File: config.mk
export PLATFORM = sky130hd
export DESIGN_NAME = key_debounce_encoder
export DESIGN_NICKNAME = d
export VERILOG_FILES = /design/src/rtl/key_pkg.sv /design/src/rtl/key_event_fifo.sv /design/src/rtl/key_debounce_encoder.sv
export SDC_FILE = /design/constraint.sdc
export NUM_CORES = 1
export LEC_CHECK = 0
export ABC_AREA = 1
export CAP_MARGIN = 20
export CORE_AREA = 2 2 142 144
export DETAILED_ROUTE_END_ITERATION = 8
export DIE_AREA = 0 0 144 146
export DONT_BUFFER_PORTS = 1
export HOLD_SLACK_MARGIN = 0.15
export PLACE_DENSITY = 0.44
export RECOVER_POWER = 50
export SYNTH_ARGS = -nofsm -noshare
export SYNTH_HDL_FRONTEND = slang
export SYNTH_SLANG_ARGS = --single-unit
File: constraint.sdc
create_clock -name clk -period 6.43 [get_ports clk]
set_input_delay 0 -clock clk [delete_from_list [all_inputs] [get_ports clk]]
set_output_delay 0 -clock clk [all_outputs]
set_load 0.005 [all_outputs]
File: src/rtl/key_pkg.sv
// Keypad package: key width, key count, key code constants and the
// code <-> one-hot helpers used by the key front-end and calculator1.
// Key map: sw[11] is key 0 down to sw[2] key 9, sw[1] is OP, sw[0] is EQ.
package key_pkg;

   localparam int KEY_W    = 4;
   localparam int NUM_KEYS = 12;

   localparam logic [KEY_W-1:0] KEY_0  = 4'h0;
   localparam logic [KEY_W-1:0] KEY_1  = 4'h1;
   localparam logic [KEY_W-1:0] KEY_2  = 4'h2;
   localparam logic [KEY_W-1:0] KEY_3  = 4'h3;
   localparam logic [KEY_W-1:0] KEY_4  = 4'h4;
   localparam logic [KEY_W-1:0] KEY_5  = 4'h5;
   localparam logic [KEY_W-1:0] KEY_6  = 4'h6;
   localparam logic [KEY_W-1:0] KEY_7  = 4'h7;
   localparam logic [KEY_W-1:0] KEY_8  = 4'h8;
   localparam logic [KEY_W-1:0] KEY_9  = 4'h9;
   localparam logic [KEY_W-1:0] KEY_OP = 4'hA;
   localparam logic [KEY_W-1:0] KEY_EQ = 4'hB;

   typedef enum logic [1:0] {
      ST_IDLE    = 2'd0,
      ST_HELD    = 2'd1,
      ST_INVALID = 2'd2
   } key_state_t;

   // Key code to switch-vector position; unused codes map to no key.
   function automatic logic [NUM_KEYS-1:0] key_to_onehot(input logic [KEY_W-1:0] code);
      logic [NUM_KEYS-1:0] v;
      case (code)
         KEY_0:   v = 12'h800;
         KEY_1:   v = 12'h400;
         KEY_2:   v = 12'h200;
         KEY_3:   v = 12'h100;
         KEY_4:   v = 12'h080;
         KEY_5:   v = 12'h040;
         KEY_6:   v = 12'h020;
         KEY_7:   v = 12'h010;
         KEY_8:   v = 12'h008;
         KEY_9:   v = 12'h004;
         KEY_OP:  v = 12'h002;
         KEY_EQ:  v = 12'h001;
         default: v = 12'h000;
      endcase
      return v;
   endfunction

   // Switch vector to key code; only meaningful for a one-hot vector.
   function automatic logic [KEY_W-1:0] onehot_to_key(input logic [NUM_KEYS-1:0] v);
      logic [KEY_W-1:0] code;
      case (v)
         12'h800: code = KEY_0;
         12'h400: code = KEY_1;
         12'h200: code = KEY_2;
         12'h100: code = KEY_3;
         12'h080: code = KEY_4;
         12'h040: code = KEY_5;
         12'h020: code = KEY_6;
         12'h010: code = KEY_7;
         12'h008: code = KEY_8;
         12'h004: code = KEY_9;
         12'h002: code = KEY_OP;
         12'h001: code = KEY_EQ;
         default: code = KEY_0;
      endcase
      return code;
   endfunction

   // True when exactly one switch is closed.
   function automatic logic is_onehot(input logic [NUM_KEYS-1:0] v);
      return (v != 12'h000) && ((v & (v - 12'h001)) == 12'h000);
   endfunction

endpackage

File: src/rtl/key_event_fifo.sv
// Synchronous key event FIFO, power-of-two depth, no fall-through.
// A push while full is dropped unless a pop happens in the same cycle.
module key_event_fifo
   import key_pkg::*;
#(
   parameter int DEPTH = 4,
   parameter int W     = KEY_W
)(
   input  logic         clk,
   input  logic         rst,
   input  logic         i_push,
   input  logic [W-1:0] i_data,
   input  logic         i_pop,
   output logic [W-1:0] o_data,
   output logic         o_empty,
   output logic         o_full
);

   localparam int            AW       = $clog2(DEPTH);
   localparam logic [AW:0]   FULL_CNT = (AW+1)'(DEPTH);

   logic [W-1:0]  r_mem [DEPTH];
   logic [AW-1:0] r_wr_ptr;
   logic [AW-1:0] r_rd_ptr;
   logic [AW:0]   r_count;
   logic          w_push;
   logic          w_pop;

   assign o_empty = (r_count == '0);
   assign o_full  = (r_count == FULL_CNT);
   assign o_data  = r_mem[r_rd_ptr];
   assign w_pop   = i_pop & ~o_empty;
   assign w_push  = i_push & (~o_full | w_pop);

   // Storage, wrapping pointers and occupancy count.
   always_ff @(posedge clk or negedge rst) begin
      if (!rst) begin
         for (int i = 0; i < DEPTH; i++) begin
            r_mem[i] <= '0;
         end
         r_wr_ptr <= '0;
         r_rd_ptr <= '0;
         r_count  <= '0;
      end else begin
         if (w_push) begin
            r_mem[r_wr_ptr] <= i_data;
            r_wr_ptr        <= r_wr_ptr + AW'(1);
         end
         if (w_pop) begin
            r_rd_ptr <= r_rd_ptr + AW'(1);
         end
         case ({w_push, w_pop})
            2'b10:   r_count <= r_count + (AW+1)'(1);
            2'b01:   r_count <= r_count - (AW+1)'(1);
            default: r_count <= r_count;
         endcase
      end
   end

endmodule

File: src/rtl/key_debounce_encoder.sv
// Keypad front-end: 2-flop synchroniser, debounce, press-detect FSM,
// key encoder and event FIFO with valid/ready delivery.
// Optional auto-repeat while a key is held: define KEY_REPEAT_EN.
module key_debounce_encoder
   import key_pkg::*;
#(
   parameter int DEBOUNCE_CYCLES = 50000,
   parameter int FIFO_DEPTH      = 4
`ifdef KEY_REPEAT_EN
   ,
   parameter int REPEAT_DELAY    = 25000000,
   parameter int REPEAT_PERIOD   = 5000000
`endif
)(
   input  logic                clk,
   input  logic                rst,
   input  logic [NUM_KEYS-1:0] sw,
   input  logic                key_ready,
   output logic                key_valid,
   output logic [KEY_W-1:0]    key_code,
   output logic [NUM_KEYS-1:0] key_onehot,
   output logic                key_multi,
   output logic                key_ovf
);

   localparam int               CNT_W   = $clog2(DEBOUNCE_CYCLES);
   localparam logic [CNT_W-1:0] CNT_MAX = CNT_W'(DEBOUNCE_CYCLES - 1);

   logic [NUM_KEYS-1:0] r_sync1;
   logic [NUM_KEYS-1:0] r_sync2;
   logic [NUM_KEYS-1:0] r_prev;
   logic [NUM_KEYS-1:0] r_stable;
   logic [CNT_W-1:0]    r_db_cnt;
   key_state_t          r_state;
   key_state_t          w_state_next;
   logic [NUM_KEYS-1:0] r_held_vec;
   logic                w_push;
   logic [KEY_W-1:0]    w_push_code;
   logic                w_multi;
   logic                r_multi;
   logic                r_ovf;
   logic                w_pop;
   logic                w_fifo_empty;
   logic                w_fifo_full;
   logic [KEY_W-1:0]    w_fifo_code;
   logic                w_rep_fire;

   // Two-flop synchroniser on the raw asynchronous switches.
   always_ff @(posedge clk or negedge rst) begin
      if (!rst) begin
         r_sync1 <= '0;
         r_sync2 <= '0;
      end else begin
         r_sync1 <= sw;
         r_sync2 <= r_sync1;
      end
   end

   // Debounce: accept a new vector after DEBOUNCE_CYCLES equal consecutive samples.
   always_ff @(posedge clk or negedge rst) begin
      if (!rst) begin
         r_prev   <= '0;
         r_db_cnt <= '0;
         r_stable <= '0;
      end else begin
         r_prev <= r_sync2;
         if (r_sync2 != r_prev) begin
            r_db_cnt <= '0;
         end else if (r_db_cnt != CNT_MAX) begin
            r_db_cnt <= r_db_cnt + CNT_W'(1);
         end else if (r_sync2 != r_stable) begin
            r_stable <= r_sync2;
         end else begin
            r_stable <= r_stable;
         end
      end
   end

`ifdef KEY_REPEAT_EN
   localparam int REP_W = $clog2((REPEAT_DELAY > REPEAT_PERIOD) ? REPEAT_DELAY : REPEAT_PERIOD);

   logic [REP_W-1:0] r_rep_cnt;
   logic             r_rep_first;

   // Repeat fires after REPEAT_DELAY held cycles, then every REPEAT_PERIOD.
   always_comb begin
      w_rep_fire = 1'b0;
      if (r_rep_first) begin
         w_rep_fire = (r_rep_cnt == REP_W'(REPEAT_DELAY - 1));
      end else begin
         w_rep_fire = (r_rep_cnt == REP_W'(REPEAT_PERIOD - 1));
      end
   end

   // Hold counter runs only while in HELD and restarts after each repeat.
   always_ff @(posedge clk or negedge rst) begin
      if (!rst) begin
         r_rep_cnt   <= '0;
         r_rep_first <= 1'b1;
      end else if (r_state != ST_HELD) begin
         r_rep_cnt   <= '0;
         r_rep_first <= 1'b1;
      end else if (w_rep_fire) begin
         r_rep_cnt   <= '0;
         r_rep_first <= 1'b0;
      end else begin
         r_rep_cnt   <= r_rep_cnt + REP_W'(1);
      end
   end
`else
   assign w_rep_fire = 1'b0;
`endif

   // Press-detect FSM on the debounced vector: one push per accepted press.
   always_comb begin
      w_state_next = r_state;
      w_push       = 1'b0;
      w_multi      = 1'b0;
      w_push_code  = onehot_to_key(r_stable);
      case (r_state)
         ST_IDLE: begin
            if (r_stable == 12'h000) begin
               w_state_next = ST_IDLE;
            end else if (is_onehot(r_stable)) begin
               w_push       = 1'b1;
               w_state_next = ST_HELD;
            end else begin
               w_multi      = 1'b1;
               w_state_next = ST_INVALID;
            end
         end
         ST_HELD: begin
            if (r_stable == 12'h000) begin
               w_state_next = ST_IDLE;
            end else if (r_stable != r_held_vec) begin
               w_multi      = 1'b1;
               w_state_next = ST_INVALID;
            end else begin
               w_push       = w_rep_fire;
               w_state_next = ST_HELD;
            end
         end
         ST_INVALID: begin
            if (r_stable == 12'h000) begin
               w_state_next = ST_IDLE;
            end else begin
               w_state_next = ST_INVALID;
            end
         end
         default: begin
            w_state_next = ST_IDLE;
         end
      endcase
   end

   // FSM state, held key, and the registered multi/overflow pulses.
   always_ff @(posedge clk or negedge rst) begin
      if (!rst) begin
         r_state    <= ST_IDLE;
         r_held_vec <= '0;
         r_multi    <= 1'b0;
         r_ovf      <= 1'b0;
      end else begin
         r_state <= w_state_next;
         if ((r_state == ST_IDLE) && (w_state_next == ST_HELD)) begin
            r_held_vec <= r_stable;
         end
         r_multi <= w_multi;
         r_ovf   <= w_push & w_fifo_full & ~w_pop;
      end
   end

   assign w_pop = ~w_fifo_empty & key_ready;

   key_event_fifo #(
      .DEPTH (FIFO_DEPTH),
      .W     (KEY_W)
   ) u_fifo (
      .clk     (clk),
      .rst     (rst),
      .i_push  (w_push),
      .i_data  (w_push_code),
      .i_pop   (w_pop),
      .o_data  (w_fifo_code),
      .o_empty (w_fifo_empty),
      .o_full  (w_fifo_full)
   );

   // One-hot copy of the head key, present only in the cycle it is taken.
   always_comb begin
      key_onehot = '0;
      if (w_pop) begin
         key_onehot = key_to_onehot(w_fifo_code);
      end else begin
         key_onehot = '0;
      end
   end

   assign key_valid = ~w_fifo_empty;
   assign key_code  = w_fifo_code;
   assign key_multi = r_multi;
   assign key_ovf   = r_ovf;

endmodule
* Word-level counts from Yosys, hierarchy flattened
Memory sizes are Yosys's and may differ from the RTL's. Cells that the tools add are included.
Word-level totals: register bits 103, logic and storage cells 97, memory bits (read-only) 192, memories 1
Operators by class: multiplexer cells 25, reductions and logical operators 11, bitwise operators 14, equality and inequality tests 21, $add $sub $neg 6, order comparisons 3
Memories:
- (no name shown) | depth 16, width 12, rd ports 1, clocked after Yosys merged registers in 0, wr ports 0, RTL line key_pkg.sv:31 | case (code)
Operators with widths (count):
- one-hot mux 4 bit (11 select lines) | 1
- inequality test 12 bit | 3
- 2-to-1 mux 16 bit | 2
- zero test 12 bit | 2
- adder 16 x 1 -> 16 bit (second input constant) | 1
- bitwise mux 16 bit | 1
- inequality test 16 bit (second input constant) | 1
- AND 12 bit | 1
- == test 12 x 1 -> 1 bit (second input constant) | 1
- == test 12 x 10 -> 1 bit (second input constant) | 1
- == test 12 x 11 -> 1 bit (second input constant) | 1
- == test 12 x 2 -> 1 bit (second input constant) | 1
- == test 12 x 3 -> 1 bit (second input constant) | 1
- == test 12 x 4 -> 1 bit (second input constant) | 1
- == test 12 x 5 -> 1 bit (second input constant) | 1
- == test 12 x 6 -> 1 bit (second input constant) | 1
- == test 12 x 7 -> 1 bit (second input constant) | 1
- == test 12 x 8 -> 1 bit (second input constant) | 1
- == test 12 x 9 -> 1 bit (second input constant) | 1
- 2-to-1 mux 12 bit | 1
- 2-to-1 mux 4 bit | 3
- nonzero test 12 bit | 1
- subtractor 12 x 1 -> 12 bit (second input constant) | 1
- 2-to-1 mux 2 bit | 5
- other kinds (23) | 46

* Logic depth before layout (Yosys ltp)
Gate-level depths: netlist of run 1.
depth after elaboration 10, mapped depth 17, gate-level depth less buffers 16

* Hierarchy
A second synthesis of run 1 with hierarchy kept.
Unflattened totals: cells, all modules 605, area total of the unflattened synthesis 5286.3 um2
By module, submodules not included:
- key_debounce_encoder | times used 1, cells an instance 464, sequential area each 2001.9 um2, area an instance 4048.9 um2
- key_event_fifo | times used 1, cells an instance 141, sequential area each 575.6 um2, area an instance 1237.4 um2

* Worst setup path before layout of run 1
No wires, ideal clock.
path type register to register, start register r_stable[8], end register u_fifo.r_count[2], setup time 0.131 ns, period minus slack after synthesis 2.425 ns, setup slack 4.005 ns, arrival 2.295 ns, stages on the path, launching flop included 15, cells stage by stage dfrtp_1 clkbuf_1 nor2_1 inv_1 nor2_1 nand2_1 inv_1 nor2_4 nand2_1 ha_1 inv_1 fa_1 a21oi_1 o21ai_0 xor2_1
Between the ends: cells in the longest elaborated chain, start to end 10, elaborated cells between the ends (all ways) 14, those cells by class add/sub (1); eq/ne (2); mux (4); bitwise (2); reduce/logical (5)
Ends and longest elaborated chain:
- start, declared | RTL line key_debounce_encoder.sv:32 | logic [NUM_KEYS-1:0] r_stable;
- start signal, assigned | RTL line key_debounce_encoder.sv:72 | r_stable <= r_sync2;
- start signal, assigned | RTL line key_debounce_encoder.sv:74 | r_stable <= r_stable;
- subtractor 12 x 1 -> 12 bit | RTL line key_pkg.sv:72 | return (v != 12'h000) && ((v & (v - 12'h001)) == 12'h000);
- AND 12 bit | RTL line key_pkg.sv:72
- zero test 12 bit | RTL line key_pkg.sv:72
- logical AND 1 bit | RTL line key_pkg.sv:72
- 2-to-1 mux 1 bit | RTL line key_debounce_encoder.sv:124 | end else if (is_onehot(r_stable)) begin
- 2-to-1 mux 1 bit (*) | RTL line key_debounce_encoder.sv:122 | if (r_stable == 12'h000) begin
- 2-to-1 mux 1 bit (*)
- AND 1 bit (*) | RTL line key_event_fifo.sv:33 | assign w_push = i_push & (~o_full | w_pop);
- == test 2 x 1 -> 1 bit or == test 2 bit (tied branches) | RTL line key_event_fifo.sv:52 | case ({w_push, w_pop})
- one-hot mux 3 bit (2 select lines) or nonzero test 2 bit (tied branches)
- end signal, assigned | RTL line key_event_fifo.sv:53 | 2'b10: r_count <= r_count + (AW+1)'(1);
- end signal, assigned | RTL line key_event_fifo.sv:54 | 2'b01: r_count <= r_count - (AW+1)'(1);
- end signal, assigned | RTL line key_event_fifo.sv:55 | default: r_count <= r_count;
- end, declared | RTL line key_event_fifo.sv:25 | logic [AW:0] r_count;
Every way passes the cells marked *; elsewhere a longest branch is shown, timed or not. A chain may end at the register's enable or synchronous reset.

* Worst setup path after layout of run 1
start register r_stable[10], end register u_fifo.r_count[2]
Same word-level chain as after synthesis.

==> results of run 1 <==
-- worst register-to-register path, delay by kind of cell, from the launching register on --
family | cells | cell delay (ns)
xor+xnor | 1 | 0.16
flops | 1 | 0.44
simple gates | 5 | 0.88
buf+inv | 3 | 0.41
fa+ha+maj | 2 | 0.54
compound gates | 2 | 0.26
-- repair_timing --
| item | CTS | global route |
|---|---|---|
| hold buffers | 15 | 0 |
| endpoints found under the setup margin | 0 | 0 |
| buffers inserted | 0 | 0 |
| hold endpoints to repair | 117 | 0 |
-- logic make-up after synthesis --
kind of cell	synth area share
adders and majority gates	0.01918
AOI/OAI and AO/OA	0.07724
xor gates and xnor gates	0.05477
buffers and inverters	0.06209
and+or+nand+nor	0.2668
DFF	0.5199
-- worst paths after layout --
path / end / slack (ns) / cells after the start
setup reg to reg: u_fifo.r_count[2]$_DFFE_PN0P_ / 3.63 / 13
setup / recovery: u_fifo.r_count[2]$_DFFE_PN0P_ / 3.63 / 13
hold / removal: r_sync1[10]$_DFF_PN0_ / 0.19 / 1
max in group asynchronous: key_multi$_DFF_PN0_ / 5.79 / 2
min in group asynchronous: r_prev[9]$_DFF_PN0_ / 0.25 / 2
hold reg to reg: r_sync2[6]$_DFF_PN0_ / 0.35 / 0
-- placed cells by master (no fill, tap or decap), types with 4 or more instances in the layout --
| master | netlist | final |
|---|---|---|
| sky130_fd_sc_hd__nor3_1 | 19 | 19 |
| sky130_fd_sc_hd__dfrtp_1 | 103 | 103 |
| sky130_fd_sc_hd__o21ai_2 | 12 | 12 |
| sky130_fd_sc_hd__nand3_1 | 32 | 32 |
| sky130_fd_sc_hd__a21oi_1 | 23 | 23 |
| sky130_fd_sc_hd__nand2_1 | 122 | 122 |
| sky130_fd_sc_hd__nand2_2 | 10 | 10 |
| sky130_fd_sc_hd__xor2_1 | 14 | 14 |
| sky130_fd_sc_hd__xnor2_1 | 17 | 17 |
| sky130_fd_sc_hd__ha_1 | 6 | 6 |
| sky130_fd_sc_hd__inv_1 | 52 | 52 |
| sky130_fd_sc_hd__nor2_1 | 55 | 55 |
| sky130_fd_sc_hd__dlygate4sd3_1 | 0 | 14 |
| sky130_fd_sc_hd__o21ai_0 | 18 | 18 |
| sky130_fd_sc_hd__nand4_1 | 29 | 29 |
| sky130_fd_sc_hd__clkbuf_16 | 0 | 9 |
| sky130_fd_sc_hd__nor2_2 | 4 | 4 |
-- synthesized netlist by cell type --
master                     number
sky130_fd_sc_hd__a211oi_1       1
sky130_fd_sc_hd__a21oi_1       23
sky130_fd_sc_hd__a31oi_1        1
sky130_fd_sc_hd__a32o_1         1
sky130_fd_sc_hd__a32oi_1        3
sky130_fd_sc_hd__and2_0         1
sky130_fd_sc_hd__and3_1         3
sky130_fd_sc_hd__buf_2          7
sky130_fd_sc_hd__buf_6          4
sky130_fd_sc_hd__clkbuf_1       4
sky130_fd_sc_hd__clkinv_1       1
sky130_fd_sc_hd__dfrtp_1      103
sky130_fd_sc_hd__fa_1           1
sky130_fd_sc_hd__ha_1           6
sky130_fd_sc_hd__inv_1         52
sky130_fd_sc_hd__inv_2          2
sky130_fd_sc_hd__inv_4          1
sky130_fd_sc_hd__nand2_1      122
sky130_fd_sc_hd__nand2_2       10
sky130_fd_sc_hd__nand3_1       32
sky130_fd_sc_hd__nand3_2        1
sky130_fd_sc_hd__nand3b_1       1
sky130_fd_sc_hd__nand4_1       29
sky130_fd_sc_hd__nor2_1        55
sky130_fd_sc_hd__nor2_2         4
sky130_fd_sc_hd__nor2_4         3
sky130_fd_sc_hd__nor2_8         1
sky130_fd_sc_hd__nor3_1        19
sky130_fd_sc_hd__nor4_1         3
sky130_fd_sc_hd__o21ai_0       18
sky130_fd_sc_hd__o21ai_1        3
sky130_fd_sc_hd__o21ai_2       12
sky130_fd_sc_hd__o21bai_1       1
sky130_fd_sc_hd__or2_2          3
sky130_fd_sc_hd__xnor2_1       17
sky130_fd_sc_hd__xor2_1        14
-- report_power, final --
group | internal [uW] | switching (uW)
registers | 675 | 25.0
logic | 58.7 | 128
clock network | 274 | 268
total | 1010 | 421
-- metal layers --
metal / wire [um] / vias to the layer above / share of wire / global-route usage
li1: - / 1857 / - / -
met1: 5189 / 1699 / 0.50 / 0.1402
met2: 4633 / 52 / 0.45 / 0.1617
met3: 315 / 9 / 0.031 / 0.02567
met4: 172 / 0 / 0.017 / 0.03873
met5: 0 / - / 0 / 0
-- stage by stage --
step	utilization	hold slack, ns
6_report	0.2926	0.1914
5_1_grt	0.2926	0.1770
4_1_cts	0.2926	0.1680
3_5_place_dp	0.2686	-0.2919
3_3_place_gp	0.2686	-0.2908
2_1_floorplan	-	-0.2956
-- sequential cells by signal, indices dropped and copies added (netlist names) --
register and cells:
u_fifo.r_count 3, r_sync1 12, key_multi 1, key_ovf 1
r_db_cnt 16, r_stable 12, r_sync2 12, u_fifo.r_mem 16
r_prev 12, u_fifo.r_rd_ptr 2, r_state 2, r_held_vec 12
u_fifo.r_wr_ptr 2
-- layout make-up --
cell class,instances,area (um^2)
inverter,56,212.7
sequential,103,2577
multi-input combinational,388,2072
clock inverter,7,70.07
clock buffer,9,225.2
tap,265,331.6
fill,2020,13680
timing repair buffer,15,167.7
==> metrics.sh, run 1 <==
SYNTHESIS.INSTANCES=562
FINALWORSTPATHREQUIREDPERIOD_NS=2.802
SYNTHTOLAYOUTAREAGROWTH_PCT=14.11
WORSTHOLDPATHTYPE='in -> reg'
AVGSYNTHCELLAREA_UM2=8.821
YOSYSTOPAREACELLSHARE=0.5199
YOSYSWARNINGS=0
PLACE_CONGESTION=0.7908
LAYOUT_SKEW_NS=0.01355
DETAILEDROUTE.FIRSTPASSITERATIONCOUNT=4
FIRST_ITER_VIOLATIONS=199
SYNTH_SEQUENTIAL_AREA_RATIO=0.5199
DPL.HPWL_MM=7.296
DRCVIOLATIONCOUNT=0
INSERTEDDIODECOUNT=0
YOSYS.AREA.TOP_TYPE='sky130_fd_sc_hd__dfrtp_1'
WORSTMARGINPINSLEW_NS=0.8277
TOTAL_LEAKAGE_POWER_uW=0.002560
TOTALWIRELENGTH_MM=10.31
ROOT_BUFFER='sky130_fd_sc_hd__clkbuf_16'
BOUNDARYPINS=34
PORT-BUFFER-COUNT=0
ROUTED_VIA_COUNT=3617
PLACED_CELLS=812
MAXCLOCKFREQUENCY_MHz=356.9
ROUTED_WIRE_LENGTH_PER_INSTANCE_UM=12.23
VIAS_PER_CELL=4.291
DIEHEIGHT_UM=146
POST_ROUTE_CELLS_DRIVE_ABOVE_1_SHARE=0.09343
HOLD_START='sw[10]'
DPL-INSTANCE-AREA_UM2=5194
CELL_TYPE_OF_THE_SLOWEST_STAGE_ON_THE_WORST_TIMING_PATH='sky130_fd_sc_hd__dfrtp_1'
CTS_BUFFER_COUNT=9
POWER.DENSITY_nW_PER_UM2=252.7
NUM_ROWS=51
CRITICAL_PATH_CLASS='reg -> reg'
CRITICAL_PATH.STARTPOINT_TYPE='flip-flop'
POWER.TOTAL_uW=1429
CORE_AREA_UM2=19330
FLOORPLAN.INITIALDENSITY=0.2564
CRIT_FAMILY='simple AND/OR/NAND/NOR gates'
CRITPATHLAUNCH='r_stable[10]$_DFFE_PN0P_'
FIRST_GLOBAL_VIAS=3564
WORST_SLACK_NS=3.628
GRT_FIRST_PASS_WIRELENGTH_MM=17.39
NETLIST-CELL-TYPE-COUNT=36
CTS_TREE='yes'
YOSYS_REGISTER_BITS=103
CRITPATHMAXSTAGEDELAY_NS=0.44
GLOBAL_ROUTE.USAGE.TOTAL=0.1042
CP_DATA_ARRIVAL_TIME_NS=3.03
FINAL_CELL_COUNT_NO_FILL=843
SYNTH_NETS=584
WORST_SLEW_MARGIN_RELATIVE_TO_ITS_LIMIT=0.4467
SYNTH_AREA_LEADERS='sky130_fd_sc_hd__dfrtp_1 (52%), sky130_fd_sc_hd__nand2_1 (9.2%), sky130_fd_sc_hd__nor2_1 (4.2%), sky130_fd_sc_hd__inv_1 (3.9%), sky130_fd_sc_hd__nand4_1 (3.7%)'
MAXCAPVIOLCOUNT=0
GRT_REMAINING_OVERFLOW=0
REPORT.FINAL.SETUP_VIOL=0
PLACEMENT.SETUP.WORST_SLACK_NS=3.639
SYNTH.CELL_AREA_UM2=4957
DRT.ANTENNA.VIOLATING_NETS=0
LAYOUT_WORST_PATH_CYCLE_SHARE=0.4358
PATH_BUF_INV=3
FINAL_DESIGN_AREA_NO_FILL_UM2=5657
FINAL-HOLD-VIOLATION-COUNT=0
RESULT_OF_THE_RUN='completed'
CTS-ROOT-TO-SINK-BUFFERS=2
RSZ0062_AT_GRT='false'
SLEW_VIOLATIONS=0
CP-END-KIND='flip-flop'
CTS_RESIZED=0
CLK-INSERTION-DELAY-LATE_NS=0.36
PATH_CLK_SLEW_NS=0.08
CTS_SINKS=103
CTSHTREEMAXLEVEL=3
DIEAREA_UM2=21020
DIE-WIDTH_UM=144
R2R-START='r_stable[10]$_DFFE_PN0P_'
GRT_MAX_DEGREE=104
WORSTPATHREQUIRED_NS=6.66
FINAL.SETUP.TNS_NS=0
CRIT_FANOUT=7
FINISH.NET_COUNT=595
PEAKVDDDROP_mV=0.1491
GRT_ANTENNA_BEFORE_REPAIR=0
CP_CELL_SEQUENCE='inv_1 -> nand2_1 -> nor2_1 -> nand2_1 -> inv_1 -> nor2_4 -> nand2_1 -> ha_1 -> inv_1 -> fa_1 -> a21oi_1 -> o21ai_0 -> xor2_1'
No activity file was read; power rests on OpenSTA's default activity.
==> run 2, diff against run 1 <==
--- a/config.mk
+++ b/config.mk
@@ -5,11 +5,11 @@
 export SDC_FILE = /design/constraint.sdc
 export NUM_CORES = 1
 export LEC_CHECK = 0
-export ABC_AREA = 1
+export ABC_AREA = 0
 export CAP_MARGIN = 20
-export CORE_AREA = 2 2 142 144
+export CORE_AREA = 2 2 141 143
 export DETAILED_ROUTE_END_ITERATION = 8
-export DIE_AREA = 0 0 144 146
+export DIE_AREA = 0 0 143 145
 export DONT_BUFFER_PORTS = 1
 export HOLD_SLACK_MARGIN = 0.15
 export PLACE_DENSITY = 0.44
==> constraint.sdc (replaced) <==
create_clock -name clk -period 2.6 [get_ports clk]
set_input_delay 0 -clock clk [delete_from_list [all_inputs] [get_ports clk]]
set_output_delay 0 -clock clk [all_outputs]
set_load 0.005 [all_outputs]
==> run 2 against run 1 <==
The flow now finishes with violations (negative setup slack). Global-route usage fell by 0.11 points. Final area rose by 7.3%. Largest power group unchanged. Combinational power increased by 44%. Critical path depth is 2 lower. Clock skew fell by 0.0013 ns. Total power rose by 140%. Clock-buffer cell count unchanged.
==> metrics.sh, run 2 <==
ROUTED_VIA_COUNT=3142  # -13%
YOSYSTOPAREACELLSHARE=0.5242  # +0.004234
MOSTFREQUENTLAYOUTCELL='sky130_fd_sc_hd__dfrtp_1'
PEAKVDDDROP_mV=0.2853  # +91%
BOUNDARYPINS=34  # unchanged
CLK-INSERTION-DELAY-LATE_NS=0.35  # about the same
SYNTH.CELL_AREA_UM2=4917  # -0.81%
LARGESTREGISTERS='r_db_cnt: 16 flops, u_fifo.r_mem: 16 flops'
PORT-BUFFER-COUNT=0  # unchanged
TOTAL_LEAKAGE_POWER_uW=0.002645  # +3.3%
CTS-ROOT-TO-SINK-BUFFERS=2  # unchanged
SEQCELLAREA_UM2=2577  # unchanged
GLOBAL_ROUTE.USAGE.TOTAL=0.1030  # -0.001141
INSERTEDDIODECOUNT=0  # unchanged
HOLD_END='r_sync1[8]$_DFF_PN0_'
YOSYS.AREA.TOP_TYPE='sky130_fd_sc_hd__dfrtp_1'
CRIT_FANOUT=6  # -1
WORST_SLACK_NS=-0.06408  # -3.692 ns
RR_WORST_DEPTH=11  # -2
R2R-START='r_stable[2]$_DFFE_PN0P_'
CRITPATHLAUNCH='r_stable[2]$_DFFE_PN0P_'
CELL_TYPE_OF_THE_SLOWEST_STAGE_ON_THE_WORST_TIMING_PATH='sky130_fd_sc_hd__or4_4'
NETLIST-CELL-TYPE-COUNT=54  # +50%
FINALWORSTPATHREQUIREDPERIOD_NS=2.664  # -0.1381 ns
VIAS_PER_CELL=4.286  # about the same
CORE_AREA_UM2=19210  # -0.66%
DETAILEDROUTE.FIRSTPASSITERATIONCOUNT=4  # unchanged
MAXCAPVIOLCOUNT=0  # unchanged
CTSHTREEMAXLEVEL=3  # unchanged
FIRST_GLOBAL_VIAS=3168  # -11%
CRITPATHMAXSTAGEDELAY_NS=0.62  # +0.18 ns
DPL-INSTANCE-AREA_UM2=5532  # +6.5%
RESULT_OF_THE_RUN='complete, but fails checks'
SYNTHTOPCELLSBYCOUNT='sky130_fd_sc_hd__dfrtp_1 (103), sky130_fd_sc_hd__xnor2_1 (36), sky130_fd_sc_hd__nor2_1 (34)'
FILLERS=1978  # -2.1%
RRSETUPSLACK_NS=-0.06  # -3.69 ns
SYNTH_AREA_LEADERS='sky130_fd_sc_hd__dfrtp_1 (52%), sky130_fd_sc_hd__mux2_1 (7.6%), sky130_fd_sc_hd__xnor2_1 (6.4%), sky130_fd_sc_hd__xor2_1 (4.3%), sky130_fd_sc_hd__nor2_1 (2.6%)'
DRCVIOLATIONCOUNT=0  # unchanged
CRITICAL-PATH-TOP-CELL-BY-COUNT='sky130_fd_sc_hd__xor2_1'
SYNTH_ASYNC_SR_FLOP_SHARE=1.000  # unchanged
YOSYS.CELL_COUNT.TOP_TYPE='sky130_fd_sc_hd__dfrtp_1'
WORSTHOLDPATHTYPE='in -> reg'
PLACED_CELLS=698  # -14%
GRT_MAX_DEGREE=104  # unchanged
DIE-WIDTH_UM=143  # -0.69%
SYNTH_TOP_FLOP_CELL='sky130_fd_sc_hd__dfrtp_1'
CTS_BUFFER_COUNT=9  # unchanged
PLACEMENT.SETUP.WORST_SLACK_NS=-0.09648  # -3.735 ns
SYNTHESIS.INSTANCES=411  # -27%
DIEHEIGHT_UM=145  # -0.68%
WORSTPATHREQUIRED_NS=2.83  # -3.83 ns
DRT.ANTENNA.VIOLATING_NETS=0  # unchanged
FAILED_CHECKS='negative setup slack'
LAYOUT_WORST_PATH_CYCLE_SHARE=1.025  # +0.5889
DPL.HPWL_MM=6.982  # -4.3%
FINAL_CELL_COUNT_NO_FILL=733  # -13%
GRT_REMAINING_OVERFLOW=0  # unchanged
PATH_CLK_SLEW_NS=0.08  # about the same
GRT_FIRST_PASS_WIRELENGTH_MM=16.86  # -3.1%
POST_ROUTE_CELLS_DRIVE_ABOVE_1_SHARE=0.2009  # +0.1074
HOLD_START='sw[8]'
WHS_PATH_DEPTH=1  # unchanged
SYNTHTOLAYOUTAREAGROWTH_PCT=23.38
SYNTH_SEQUENTIAL_AREA_RATIO=0.5242  # +0.004234
DIEAREA_UM2=20740  # -1.4%
SLEW_VIOLATIONS=0  # unchanged
MAXCLOCKFREQUENCY_MHz=375.4  # +5.2%
WORST_SLEW_MARGIN_RELATIVE_TO_ITS_LIMIT=0.05954  # -0.3871
FINISH.NET_COUNT=485  # -18%
CTS_TREE='yes'
YOSYSWARNINGS=0  # unchanged
WORSTMARGINPINSLEW_NS=1.411  # +0.5830 ns
CRITICAL_PATH_CLASS='reg -> reg'
FINAL_DESIGN_AREA_NO_FILL_UM2=6067  # +7.3%
SYNTH_NETS=433  # -26%
CRITICAL_PATH.STARTPOINT_TYPE='flip-flop'
AVGSYNTHCELLAREA_UM2=11.96  # +36%
LAYOUT_SKEW_NS=0.01226  # -0.001284 ns
R2R-END='u_fifo.r_count[2]$_DFFE_PN0P_'
RSZ0062_AT_GRT='true'
REPORT.FINAL.SETUP_VIOL=2  # +2
CP_DATA_ARRIVAL_TIME_NS=2.90  # -0.13 ns
CTS_SINKS=103  # unchanged
POST_SYNTH_EDFFS=0  # unchanged
FINAL-HOLD-VIOLATION-COUNT=0  # unchanged
CP-END-KIND='flip-flop'
POWER.DENSITY_nW_PER_UM2=571.4  # +130%
TOTALWIRELENGTH_MM=10.01  # -2.9%
CP_CELL_SEQUENCE='or4_4 -> buf_6 -> o21ai_4 -> nand4_4 -> or3_4 -> ha_4 -> inv_2 -> fa_1 -> xor2_1 -> nor2_1 -> xor2_1'
ROUTED_WIRE_LENGTH_PER_INSTANCE_UM=13.65  # +12%
FIRST_ITER_VIOLATIONS=147  # -26%
FLOORPLAN.INITIALDENSITY=0.2560  # -0.0003809
ROOT_BUFFER='sky130_fd_sc_hd__clkbuf_16'
AREA_USED_BY_MULTI_INPUT_COMBINATIONAL_LOGIC_UM2=2272  # +9.7%
POWER.TOTAL_uW=3467  # +140%
GRT_ANTENNA_BEFORE_REPAIR=0  # unchanged
MOST-COMMON-LAYOUT-CELLS='sky130_fd_sc_hd__dfrtp_1 (103), sky130_fd_sc_hd__buf_4 (39), sky130_fd_sc_hd__xnor2_1 (36), sky130_fd_sc_hd__nor2_1 (34), sky130_fd_sc_hd__mux2_1 (33)'
NUM_ROWS=51  # unchanged
YOSYS_REGISTER_BITS=103  # unchanged
PLACE_CONGESTION=0.7417  # -6.2%
[run 2: cells by family (layout without fill, tap and decap cells)]
| kind of cell | count (synthesis) | after routing | share of synthesized area |
|---|---|---|---|
| buffers and inverters | 33 | 90 | 0.02748 |
| muxes | 47 | 47 | 0.1153 |
| xor gates and xnor gates | 60 | 60 | 0.1069 |
| DFF | 103 | 103 | 0.5242 |
| and+or+nand+nor | 127 | 127 | 0.1585 |
| AOI/OAI and AO/OA | 33 | 33 | 0.04631 |
| adders and majority gates | 8 | 8 | 0.02137 |
[run 2: per-layer routing]
| layer | part of all wire | track usage |
|---|---|---|
| met4 | 0.011 | 0.02970 |
| met1 | 0.49 | 0.1436 |
| met2 | 0.46 | 0.1603 |
| met3 | 0.033 | 0.02277 |
| met5 | 0 | 0 |
[run 2: worst max-delay path by stage]
stage	endpoint	depth (start not counted)
CTS	u_fifo.r_count[2]$_DFFE_PN0P_	11
detailed placement	u_fifo.r_count[2]$_DFFE_PN0P_	11
global route	u_fifo.r_count[2]$_DFFE_PN0P_	10
global placement	u_fifo.r_count[2]$_DFFE_PN0P_	11
finish	u_fifo.r_count[2]$_DFFE_PN0P_	11
floorplan	u_fifo.r_count[2]$_DFFE_PN0P_	10
[run 2: power breakdown]
| part | internal, uW | switching, uW |
|---|---|---|
| registers | 1670 | 81.3 |
| logic | 139 | 129 |
| clock network | 776 | 669 |
[run 2: per-stage QoR]
stage / util / hold WS, ns / TNS, ns
2_1_floorplan: - / -0.2956 / -0.1665
3_3_place_gp: 0.2880 / -0.2910 / -0.1024
3_5_place_dp: 0.2880 / -0.2909 / -0.1907
4_1_cts: 0.3145 / 0.1779 / -0.09269
5_1_grt: 0.3159 / 0.1805 / -0.3646
6_report: 0.3159 / 0.1938 / -0.1064
[run 2: area by class of cell]
| cell class | count | share of cell area |
|---|---|---|
| clock buffer | 9 | 0.03712 |
| tap | 265 | 0.05465 |
| multi-input combinational | 275 | 0.3745 |
| timing repair buffer | 59 | 0.08352 |
| clock inverter | 7 | 0.01609 |
| sequential | 103 | 0.4248 |
| inverter | 15 | 0.009280 |
[run 2: what timing repair did]
item,CTS,global route
pin swaps,3,4
setup endpoints to repair,2,16
gates cloned,0,0
resized for setup,3,3
setup buffers,0,4
hold endpoints to repair,118,0
hold buffers,15,0
[run 2: worst max-delay path, delay by kind of cell, from the launching register on]
kind	cells	cell delay (ns)
and+or+nand+nor	4	1.22
AOI/OAI and AO/OA	1	0.14
buffers and inverters	2	0.21
DFF	1	0.38
xor gates and xnor gates	2	0.28
adders and majority gates	2	0.33
